==> src/rtl/bsg_cache_non_blocking_dma_responder.sv <==
// DMA responder for the non-blocking cache: serves block fills from a simple
// one-cycle-latency word memory and writes evicted blocks back to it.
module bsg_cache_non_blocking_dma_responder #(
  parameter int addr_width_p          = 32,
  parameter int data_width_p          = 32,
  parameter int block_size_in_words_p = 8,
  parameter int mem_addr_width_p      = 15
) (
  input  logic                        clk_i,
  input  logic                        reset_i,

  input  logic [addr_width_p:0]       dma_pkt_i,
  input  logic                        dma_pkt_v_i,
  output logic                        dma_pkt_yumi_o,

  output logic [data_width_p-1:0]     dma_data_o,
  output logic                        dma_data_v_o,
  input  logic                        dma_data_ready_i,

  input  logic [data_width_p-1:0]     dma_data_i,
  input  logic                        dma_data_v_i,
  output logic                        dma_data_yumi_o,

  output logic                        mem_v_o,
  output logic                        mem_w_o,
  output logic [mem_addr_width_p-1:0] mem_addr_o,
  output logic [data_width_p-1:0]     mem_data_o,
  input  logic [data_width_p-1:0]     mem_data_i
);

  localparam int lg_block_lp = $clog2(block_size_in_words_p);
  localparam int byte_sel_lp = $clog2(data_width_p / 8);
  localparam logic [mem_addr_width_p-1:0] blk_mask_lp =
    mem_addr_width_p'(block_size_in_words_p - 1);
  localparam logic [lg_block_lp-1:0] last_lp = lg_block_lp'(block_size_in_words_p - 1);

  typedef enum logic [1:0] {IDLE, READ, WRITE} state_e;

  state_e                      r_state;
  state_e                      w_state_n;
  logic [mem_addr_width_p-1:0] r_base;
  logic [lg_block_lp-1:0]      r_cnt;         // next word to issue (read) or write
  logic                        r_all_issued;
  logic [lg_block_lp-1:0]      r_rcv_cnt;     // fill words handed to the cache
  logic                        r_inflight;    // read issued last cycle, data on mem_data_i now
  logic [1:0]                  r_fifo_cnt;
  logic [data_width_p-1:0]     r_fifo [2];

  logic [mem_addr_width_p-1:0] w_pkt_word;
  logic [1:0]                  w_occ;
  logic [1:0]                  w_fifo_cnt_n;
  logic                        w_take;
  logic                        w_unused;

  assign w_pkt_word = dma_pkt_i[byte_sel_lp +: mem_addr_width_p];
  assign w_unused   = ^dma_pkt_i;
  assign w_occ      = r_fifo_cnt + {1'b0, r_inflight};

  assign mem_addr_o = r_base | {{(mem_addr_width_p - lg_block_lp){1'b0}}, r_cnt};
  assign mem_data_o = dma_data_i;

  // The arriving read word bypasses an empty FIFO so the first word shows up
  // the cycle after its read; if not taken it is captured and replayed as-is.
  assign dma_data_o = (r_fifo_cnt != 2'd0) ? r_fifo[0] : mem_data_i;
  assign w_take     = dma_data_v_o & dma_data_ready_i;

  // NOTE: every output and w_state_n gets a default first so no latch is inferred.
  always_comb begin
    w_state_n       = r_state;
    dma_pkt_yumi_o  = 1'b0;
    dma_data_v_o    = 1'b0;
    dma_data_yumi_o = 1'b0;
    mem_v_o         = 1'b0;
    mem_w_o         = 1'b0;

    unique case (r_state)
      IDLE: begin
        dma_pkt_yumi_o = dma_pkt_v_i & ~reset_i;
        if (dma_pkt_yumi_o) begin
          w_state_n = dma_pkt_i[addr_width_p] ? WRITE : READ;
        end
      end

      READ: begin
        mem_v_o      = ~r_all_issued & (w_occ < 2'd2);
        dma_data_v_o = (r_fifo_cnt != 2'd0) | r_inflight;
        if (dma_data_v_o & dma_data_ready_i & (r_rcv_cnt == last_lp)) begin
          w_state_n = IDLE;
        end
      end

      WRITE: begin
        dma_data_yumi_o = dma_data_v_i;
        mem_v_o         = dma_data_v_i;
        mem_w_o         = 1'b1;
        if (dma_data_v_i & (r_cnt == last_lp)) begin
          w_state_n = IDLE;
        end
      end

      default: w_state_n = IDLE;
    endcase
  end

  // NOTE: state is updated with non-blocking assignments so every register
  // samples the same pre-edge values regardless of process ordering.
  always_ff @(posedge clk_i or posedge reset_i) begin
    if (reset_i) begin
      r_state      <= IDLE;
      r_base       <= '0;
      r_cnt        <= '0;
      r_all_issued <= 1'b0;
      r_rcv_cnt    <= '0;
      r_inflight   <= 1'b0;
      r_fifo_cnt   <= '0;
    end else begin
      r_state    <= w_state_n;
      r_inflight <= mem_v_o & ~mem_w_o;
      r_fifo_cnt <= w_fifo_cnt_n;

      if (dma_pkt_yumi_o) begin
        r_base       <= w_pkt_word & ~blk_mask_lp;
        r_cnt        <= '0;
        r_all_issued <= 1'b0;
        r_rcv_cnt    <= '0;
      end else begin
        if (mem_v_o) begin
          r_cnt <= r_cnt + 1'b1;
          if (r_cnt == last_lp) begin
            r_all_issued <= 1'b1;
          end
        end
        if (w_take) begin
          r_rcv_cnt <= r_rcv_cnt + 1'b1;
        end
      end
    end
  end

  // Logical queue = stored entries followed by the arriving word (if any).
  assign w_fifo_cnt_n = r_fifo_cnt + {1'b0, r_inflight} - {1'b0, w_take};

  // NOTE: FIFO storage has no reset; r_fifo_cnt alone says which entries are live.
  always_ff @(posedge clk_i) begin
    if (w_take) begin
      if (r_fifo_cnt == 2'd2) begin
        r_fifo[0] <= r_fifo[1];
      end else if ((r_fifo_cnt == 2'd1) && r_inflight) begin
        r_fifo[0] <= mem_data_i;
      end
    end else if (r_inflight) begin
      if (r_fifo_cnt == 2'd0) begin
        r_fifo[0] <= mem_data_i;
      end else begin
        r_fifo[1] <= mem_data_i;
      end
    end
  end

endmodule

==> config.mk <==
export PLATFORM = sky130hd
export DESIGN_NAME = bsg_cache_non_blocking_dma_responder
export DESIGN_NICKNAME = d
export VERILOG_FILES = /design/src/rtl/bsg_cache_non_blocking_dma_responder.sv
export SDC_FILE = /design/constraint.sdc
export NUM_CORES = 1
export LEC_CHECK = 0
export CORE_MARGIN = 2
export CORE_UTILIZATION = 35
export CTS_CLUSTER_DIAMETER = 80
export DETAILED_ROUTE_END_ITERATION = 16
export GPL_TIMING_DRIVEN = 0
export PLACE_DENSITY = 0.83
export SYNTH_ARGS = -nofsm -noshare
export SYNTH_HDL_FRONTEND = slang
export SYNTH_SLANG_ARGS = --single-unit
==> constraint.sdc <==
create_clock -name clk_i -period 2.4 [get_ports clk_i]
set_input_delay 0.48 -clock clk_i [delete_from_list [all_inputs] [get_ports clk_i]]
set_output_delay 0.48 -clock clk_i [all_outputs]
set_load 0.02 [all_outputs]
== Word-level counts from Yosys, hierarchy flattened ==
Memories as Yosys holds them, arrays and structs flattened.
Cells that the tools add are included.

* Logic and storage cells: 84
* ROM bits: 0
* Output and inout port bits: 84
* Bits in registers: 24
* RAM bits: 64
* Memories: 1
* Latch bits: 0
* Input bits: 102

{| class="wikitable"
|+ Memory list
! name !! words !! width !! read ports !! clocked after memory_dff !! wr ports !! line !! source
|-
| r_fifo || 2 || 32 || 2 || 0 || 1 || 47 || <nowiki>logic [data_width_p-1:0] r_fifo [2];</nowiki>
|}

* Order comparisons: 1
* Reduce and logical (&&, ||, !) cells: 10
* Multiplexer cells: 38
* Multipliers: 0
* Bitwise logic cells: 14
* Div/mod/pow operators: 0
* Add/sub/neg operators: 4
* Shifts and indexed selects: 0
* Equal/unequal tests: 9

{| class="wikitable"
|+ Operator list
! cell !! number
|-
| $mux 32 || 4
|-
| $reduce_or 32->1 || 1
|-
| $mux 1 || 24
|-
| $or 15x3->15 || 1
|-
| $mux 3 || 4
|-
| $mux 2 || 4
|-
| $reduce_bool 2->1 || 4
|-
| $and 1x1->1 || 7
|-
| $add 3x1->3 const B || 2
|-
| $eq 3x3->1 const B || 2
|-
| $ne 2x2->1 const B || 3
|-
| $pmux 2 s3 || 1
|-
| $eq 2x1->1 const B || 2
|-
| $eq 2x2->1 const B || 2
|-
| $logic_not 2->1 || 2
|-
| $not 1->1 || 3
|-
| $or 1x1->1 || 3
|-
| $reduce_and 3->1 || 1
|-
| $add 2x1->2 || 1
|-
| $lt 2x2->1 const B || 1
|-
| $pmux 1 s2 || 1
|-
| $reduce_and 2->1 || 1
|-
| $sub 2x1->2 || 1
|-
| $logic_and 1x1->1 || 1
|}

== Logic depth before layout (Yosys ltp) ==
Gate-level depths: netlist (run 1).

* Depth after elaboration: 9
* Depth in mapped cells: 7
* Depth with buffers taken out: 6

== Worst setup path after synthesis (run 1) ==
No wires, ideal clock.

* Path type: register to register
* Start: register r_state[1]
* End: memory r_fifo[0][0], enable pin
* Buffers on the path: 2
* Required time: 2.023 ns
* Stages on the path, launching flop included: 8
* Clock period less this slack: 2.228 ns
* Library setup time: 0.377 ns
* Arrival time: 1.851 ns
* Setup slack: 0.172 ns
* Cells stage by stage: dfrtp_1 -> inv_1 -> ha_1 -> buf_6 -> a21o_1 -> a21oi_4 -> buf_12 -> a31o_2

* Word-level cells in the longest chain between the ends: 8
* Elaborated cells on any way between the ends: 16
* Classes of those cells: eq/ne (1); mux (11); bitwise (3); reduce/logical (1)

{| class="wikitable"
|+ RTL lines
! item !! line !! source
|-
| from (decl) || 39 || <nowiki>state_e r_state;</nowiki>
|-
| from (signal assigned) || 117 || <nowiki>r_state <= w_state_n;</nowiki>
|-
| $eq 2x1->1 * || 76 || <nowiki>unique case (r_state)</nowiki>
|-
| $mux 1 * || 76 ||
|-
| $and 1x1->1 * || 65 || <nowiki>assign w_take = dma_data_v_o & dma_data_ready_i;</nowiki>
|-
| branches (longest 5 deep; another with $reduce_or 32->1) || -- ||
|-
| to (decl) || 47 ||
|}

Mark *: on every way between the ends.

== Worst setup path after layout (run 1) ==
* Start: register r_fifo_cnt[1]
* End: output dma_data_o[9]

* Word-level cells in the longest chain between the ends: 2

{| class="wikitable"
|+ RTL lines
! item !! line !! source
|-
| from (decl) || 46 || <nowiki>logic [1:0] r_fifo_cnt;</nowiki>
|-
| from (signal assigned) || 119 || <nowiki>r_fifo_cnt <= w_fifo_cnt_n;</nowiki>
|-
| $reduce_bool 2->1 || 64 || <nowiki>assign dma_data_o = (r_fifo_cnt != 2'd0) ? r_fifo[0] : mem_data_i;</nowiki>
|-
| $mux 32 || 64 ||
|-
| to (decl) || 16 || <nowiki>output logic [data_width_p-1:0] dma_data_o,</nowiki>
|}

No other way between the ends.

==> results of run 1 <==
timing repair:
item / CTS / global route
cloned: 1 / 0
buffers inserted: 4 / 0
endpoints found under the setup margin: 67 / 42
pin swaps: 1 / 0
gates resized for setup: 89 / 25
cells in the final DEF (no fill, tap or decap), drive strengths merged, types with 2 or more instances in the layout:
cell	count
clkinvlp	2
and3	2
edfxtp	64
o2bb2ai	2
mux2i	5
a31o	2
clkbuf	25
nor2	3
nand3	2
clkdlybuf4s50	97
ha	9
inv	11
o311ai	2
clkinv	2
dfrtp	24
dlygate4sd2	5
xnor2	2
nand2b	3
buf	50
nand2	6
clkdlybuf4s15	11
mux2	76
kinds of logic after synthesis:
| family | count (synthesis) |
|---|---|
| flops | 88 |
| mux | 81 |
| buf+inv | 53 |
| simple gates | 20 |
| compound gates | 14 |
| fa+ha+maj | 9 |
| xor+xnor | 3 |
routing by layer:
layer	up-vias	track usage, %	part of all wire [%]
met1	1272	16.26	44
met3	15	4.481	8.3
met2	126	22.12	46
met4	0	6.747	2.0
li1	1250	-	-
met5	-	0	0
worst max path at each step:
stage	startpoint	endpoint	slack [ns]	depth (start not counted)
3_5_place_dp	dma_data_ready_i	r_fifo[0][5]	-0.57	5
6_report	r_fifo_cnt[1]	dma_data_o[9]	0.08	5
4_1_cts	r_fifo_cnt[0]	mem_v_o	0.001	6
5_1_grt	r_fifo_cnt[1]	dma_data_o[9]	0.006	5
2_1_floorplan	r_state[1]	r_fifo[0][0]	0.17	7
3_3_place_gp	dma_data_ready_i	r_fifo[0][10]	-0.54	5
sequential cells by signal, summed over array words and instances, names as in the netlist:
signal	count
r_all_issued	1
r_base	12
r_cnt	3
r_fifo	64
r_fifo_cnt	2
r_inflight	1
r_rcv_cnt	3
r_state	2
metrics by stage:
stage	cell area (um2)	setup TNS, ns	setup WS (ns)	util (%)	instances
floorplan	4308	0	0.1724	-	268
global placement	5823	-32.18	-0.5407	48.48	548
detailed placement	5824	-19.95	-0.5713	48.49	548
CTS	6213	0	0.001223	51.73	568
global route	6131	0	0.005941	51.04	568
finish	6131	0	0.08358	51.04	568
power breakdown:
group / leakage (nW) / internal, mW / total (mW) / switching (mW)
Clock: 0.135 / 0.800 / 1.37 / 0.568
Combinational: 1.46 / 1.08 / 2.18 / 1.10
Sequential: 0.875 / 1.87 / 1.98 / 0.109
area by class of cell:
type | count | area share (%)
Sequential cell | 88 | 41.18
Multi-Input combinational cell | 128 | 23.78
Timing Repair Buffer | 137 | 20.82
Buffer | 42 | 5.857
Clock buffer | 10 | 3.735
Tap cell | 147 | 3.000
Clock inverter | 5 | 0.9592
Inverter | 11 | 0.6735
==> qor.csv, run 1 <==
metric;value;unit
status;finished, final reports clean;
viasPerCell;4.688;
cts_tree;yes;
finalCriticalPeriod;2.316;ns
critical_path_buf_inv_count;3;
cts_sinks;88;
num-fill-cells;1027;
postRouteAntennaNets;0;
wl_per_cell;15.75;um
io_pins;186;
syn_nets;379;
grt_pass1_vias;2790;
place.port_buffers;133;
nets;528;
seq_area;2525;um2
ys_ff_latch;88;
hold_class;reg2reg;
reg2regPathDepth;7;
r2r-start;r_state[1];
synth-warning-count;0;
multi_input_area;1458;um2
antennaDiodeCount;0;
cts_hold_buf;0;
routabilityCongestion;0.7444;
slew_headroom;39.26;%
grt_util_all_layers;13.61;%
slowest_stage;dfrtp_2;
worstPathArrival;1.84;ns
ys.flop_type;edfxtp_1;
dp_hpwl;6281;um
drt_iter0_markers;155;
synth-xor-area-share;0.6099;%
slowest_delay;0.41;ns
htree_num_levels;3;
crit_path_end_kind;output pin;
layout-drive-gt1-share;42.04;%
drt_wl_total;8945;um
startpoint_type;register;
max_freq;431.7;MHz
synth_top_family_by_area;multiplexers;
ys_async_sr_fraction;27.27;%
worstPathRequired;1.92;ns
synth-edff-count;64;
synthMostInstantiatedCell;edfxtp_1;
cap_violations;0;
cts_max_path_buffers;2;
ff2ff_setup_slack;0.24;ns
antenna_found_initial;0;
synth_cell_types;36;
area_delta_synth_final;42.32;%
grt_remaining_overflow;0;
holdPathEnd;r_inflight;
die_h;114.9;um
synth_area_leader_cell;edfxtp_1;
power.total;5.526;mW
vias;2663;
start_util;35.86;%
path_clk_slew;0.06;ns
netlist.area_leader.share;44.61;%
fin_skew;0.005792;ns
cts_inserted_buffers;9;
die-area;13210;um2
first_pass_iters;4;
setup-violations-final;0;
root_buffer;clkbuf_16;
worst_slew_pin_slew;0.9100;ns
synthMuxAreaShare;23.56;%
peakVddDrop;0.5132;mV
rows;40;
synth.area.top_cells;edfxtp_1 45%, dfrtp_1 14%, mux2_2 12%;
remaining_drc_errors;0;
leakage;2.474;nW
path_cells;or2_1, buf_4, buf_6, mux2_2, clkdlybuf4s15_2;
synthAdderAreaFrac;2.614;%
post-route-period-util;96.52;%
synth_cells;268;
cpLargestDelayFamily;buffers and inverters;
hold_depth;1;
yosys.area_share.simple;2.324;%
cp_max_fo;10;
synth_common_cells;64 x edfxtp_1, 47 x mux2_2, 34 x buf_4, 29 x mux2_4, 24 x dfrtp_1;
crit_type;reg2out;
clk_latency;0.34;ns
p_per_area;901.3;nW/um2
holdCritStartpoint;r_all_issued;
hold_viol;0;
drv_slew;0;
syn_area;4308;um2
ys_seq_area_share;58.55;%
post_synth.cell_area_avg;16.07;um2
core_area;12010;um2
grt_pass1_wl;13600;um
whs;0.4330;ns
grt_max_degree;33;
die-width;114.9;um
rsz0062_at_grt;false;
synth_compound_area_share;3.369;%
r2r-end;r_fifo[0][16];
No activity file was read; power rests on OpenSTA's default activity.
==> inputs of run 2 (changes only) <==
ABC_CLOCK_PERIOD_IN_PS = 2400   (was default)
SLEW_MARGIN = 15   (was default)
==> results of run 2 <==
The final DEF is identical to that of run 1; final timing and power are the same.
==> inputs of run 3 (changes only) <==
SLEW_MARGIN = 20   (was 15)
==> run 3 against run 2 <==
- clock-buffer cell count stayed put
- register-to-register slack hardly changed
- highest routed layer unchanged
- sequential share of layout area is 0.27 points lower
- power is 0.32% higher
- via count is 0.71% higher
- die area stayed put
- non-clock buffer count is 1 higher
- flip-flop and latch count stayed put
- sequential power hardly changed
- clock power hardly changed
==> qor.csv, run 3 (synthesis results as in run 1) <==
metric;value;unit;change
first_pass_iters;4;;unchanged
rsz0062_at_grt;false;;
postRouteAntennaNets;0;;unchanged
antennaDiodeCount;0;;unchanged
remaining_drc_errors;0;;unchanged
routabilityCongestion;0.7444;;unchanged
final_common_cell;clkdlybuf4s50_1;;
grt_pass1_wl;14100;um;+3.7%
final_cell_mix;97 x clkdlybuf4s50_1, 64 x edfxtp_1, 47 x mux2_2, 38 x buf_4, 29 x mux2_4;;
cts_inserted_buffers;9;;unchanged
hold_class;reg2reg;;
grt_pass1_vias;2882;;+3.3%
slew_headroom;39.28;%;about the same
clock_power_share;24.6;%;-0.2 points
die-width;114.9;um;unchanged
crit_type;reg2out;;
peakVddDrop;0.5205;mV;+1.4%
vias;2682;;+0.71%
path_clk_slew;0.06;ns;about the same
drt_iter0_markers;117;;-25%
post-route-period-util;97.50;%;+0.98 points
drv_slew;0;;unchanged
fin_skew;0.003192;ns;-0.002599 ns
nets;529;;+0.19%
setup-violations-final;0;;unchanged
cp_max_fo;10;;unchanged
worstPathRequired;1.92;ns;about the same
die_h;114.9;um;unchanged
p_per_area;898.4;nW/um2;-0.33%
cts_sinks;88;;unchanged
cap_violations;0;;unchanged
switching_share;32.11;%;about the same
rows;40;;unchanged
leakage;2.485;nW;+0.46%
grt_remaining_overflow;0;;unchanged
place.port_buffers;133;;unchanged
startpoint_type;register;;
status;finished, final reports clean;;
antenna_found_initial;0;;unchanged
core_area;12010;um2;unchanged
dp_hpwl;6384;um;+1.6%
cts_tree;yes;;
clk_latency;0.34;ns;about the same
p_sw;1.780;mW;+0.24%
max_freq;427.4;MHz;-1.0%
wl_per_cell;15.90;um;+0.95%
area_delta_synth_final;43.25;%;
finalCriticalPeriod;2.340;ns;+0.02346 ns
drt_wl_total;9062;um;+1.3%
worst_slew_pin_slew;0.9098;ns;-0.0002124 ns
final_core_util;51.38;%;+0.33 points
viasPerCell;4.705;;+0.36%
intPower;3.764;mW;+0.37%
cts_max_path_buffers;2;;unchanged
seqPwrFrac;35.8;%;about the same
cts_hold_buf;0;;unchanged
hold_viol;0;;unchanged
htree_num_levels;3;;unchanged
layout-drive-gt1-share;42.08;%;about the same
root_buffer;clkbuf_16;;
pwr-share-comb;39.7;%;+0.3 points
worstPathArrival;1.86;ns;+0.02 ns
io_pins;186;;unchanged
top_register;r_fifo;;
die-area;13210;um2;unchanged
largest_reg_flops;64;;unchanged
reg_top3;r_fifo (64), r_base (12);;
grt_util_all_layers;14.14;%;+0.53 points
crit_path_end_kind;output pin;;
power.total;5.544;mW;+0.32%
start_util;35.86;%;unchanged
grt_max_degree;28;;-15%
run 3: changes by cell type in the layout (fill, tap and decap cells not counted), sizes merged:
cell,change
buf,+2
clkinv,+1
clkdlybuf4s15,+3
clkbuf,-4
run 3: what timing repair did:
item	CTS	global route
pin swaps	1	0
setup buffers	4	0
gates resized for setup	95	20
hold endpoints to repair	0	0
gates cloned	1	0
setup endpoints to repair	67	37
run 3: metal layers:
metal  global-route usage, %  vias to the layer above  routed length (um)
li1                        -                     1259                   -
met1                   16.98                     1286                3927
met2                   23.25                      123                4247
met3                   4.639                       14                 719
met4                   6.265                        0                 167
met5                       0                        -                   0
run 3: path summary, 6_finish.rpt:
path                               startpoint             end  slack, ns  cells after the start
max in group asynchronous             reset_i   r_fifo_cnt[1]       1.10                      2
worst min-delay path             r_all_issued      r_inflight       0.43                      1
worst max register to register     r_state[1]   r_fifo[0][16]       0.24                      7
worst max-delay path            r_fifo_cnt[1]  dma_data_o[18]       0.06                      5
min in group asynchronous             reset_i        r_cnt[0]       0.67                      2
worst min register to register   r_all_issued      r_inflight       0.43                      1
run 3: layout make-up:
class,count,area [um2]
timing repair buffer,138,1315
inverter,11,41.29
buffer,42,359.1
clock buffer,10,229.0
fill,1025,5841
sequential,88,2525
tap,147,183.9
multi-input combinational,128,1458
clock inverter,6,60.06
run 3: power by group through the flow:
| stage | Combinational (mW) | Sequential, mW | Clock, mW |
|---|---|---|---|
| 2_1_floorplan | 1.11 | 2.15 | 0 |
| 3_3_place_gp | 2.09 | 2.01 | 0 |
| 3_5_place_dp | 2.14 | 2.03 | 0 |
| 4_1_cts | 2.26 | 1.99 | 1.42 |
| 5_1_grt | 2.35 | 2.01 | 1.48 |
| 6_report | 2.20 | 1.98 | 1.36 |
run 3: worst max-delay path: stages (launching register included):
cell             delay (ns)
dfrtp_2                0.40
or2_1                  0.23
buf_4                  0.18
buf_4                  0.19
mux2_2                 0.27
clkdlybuf4s15_2        0.25
run 3: through the flow:
stage               setup TNS, ns  cell area (um2)  std cells  hold slack [ns]  worst slack (ns)
global placement           -32.18             5823        548           0.4206           -0.5407
floorplan                       0             4308        268           0.4061            0.1724
global route                    0             6171        570           0.4606         0.0001035
finish                          0             6171        570           0.4291           0.06012
CTS                             0             6242        570           0.4327         0.0002938
detailed placement         -20.39             5844        549           0.4164           -0.5788
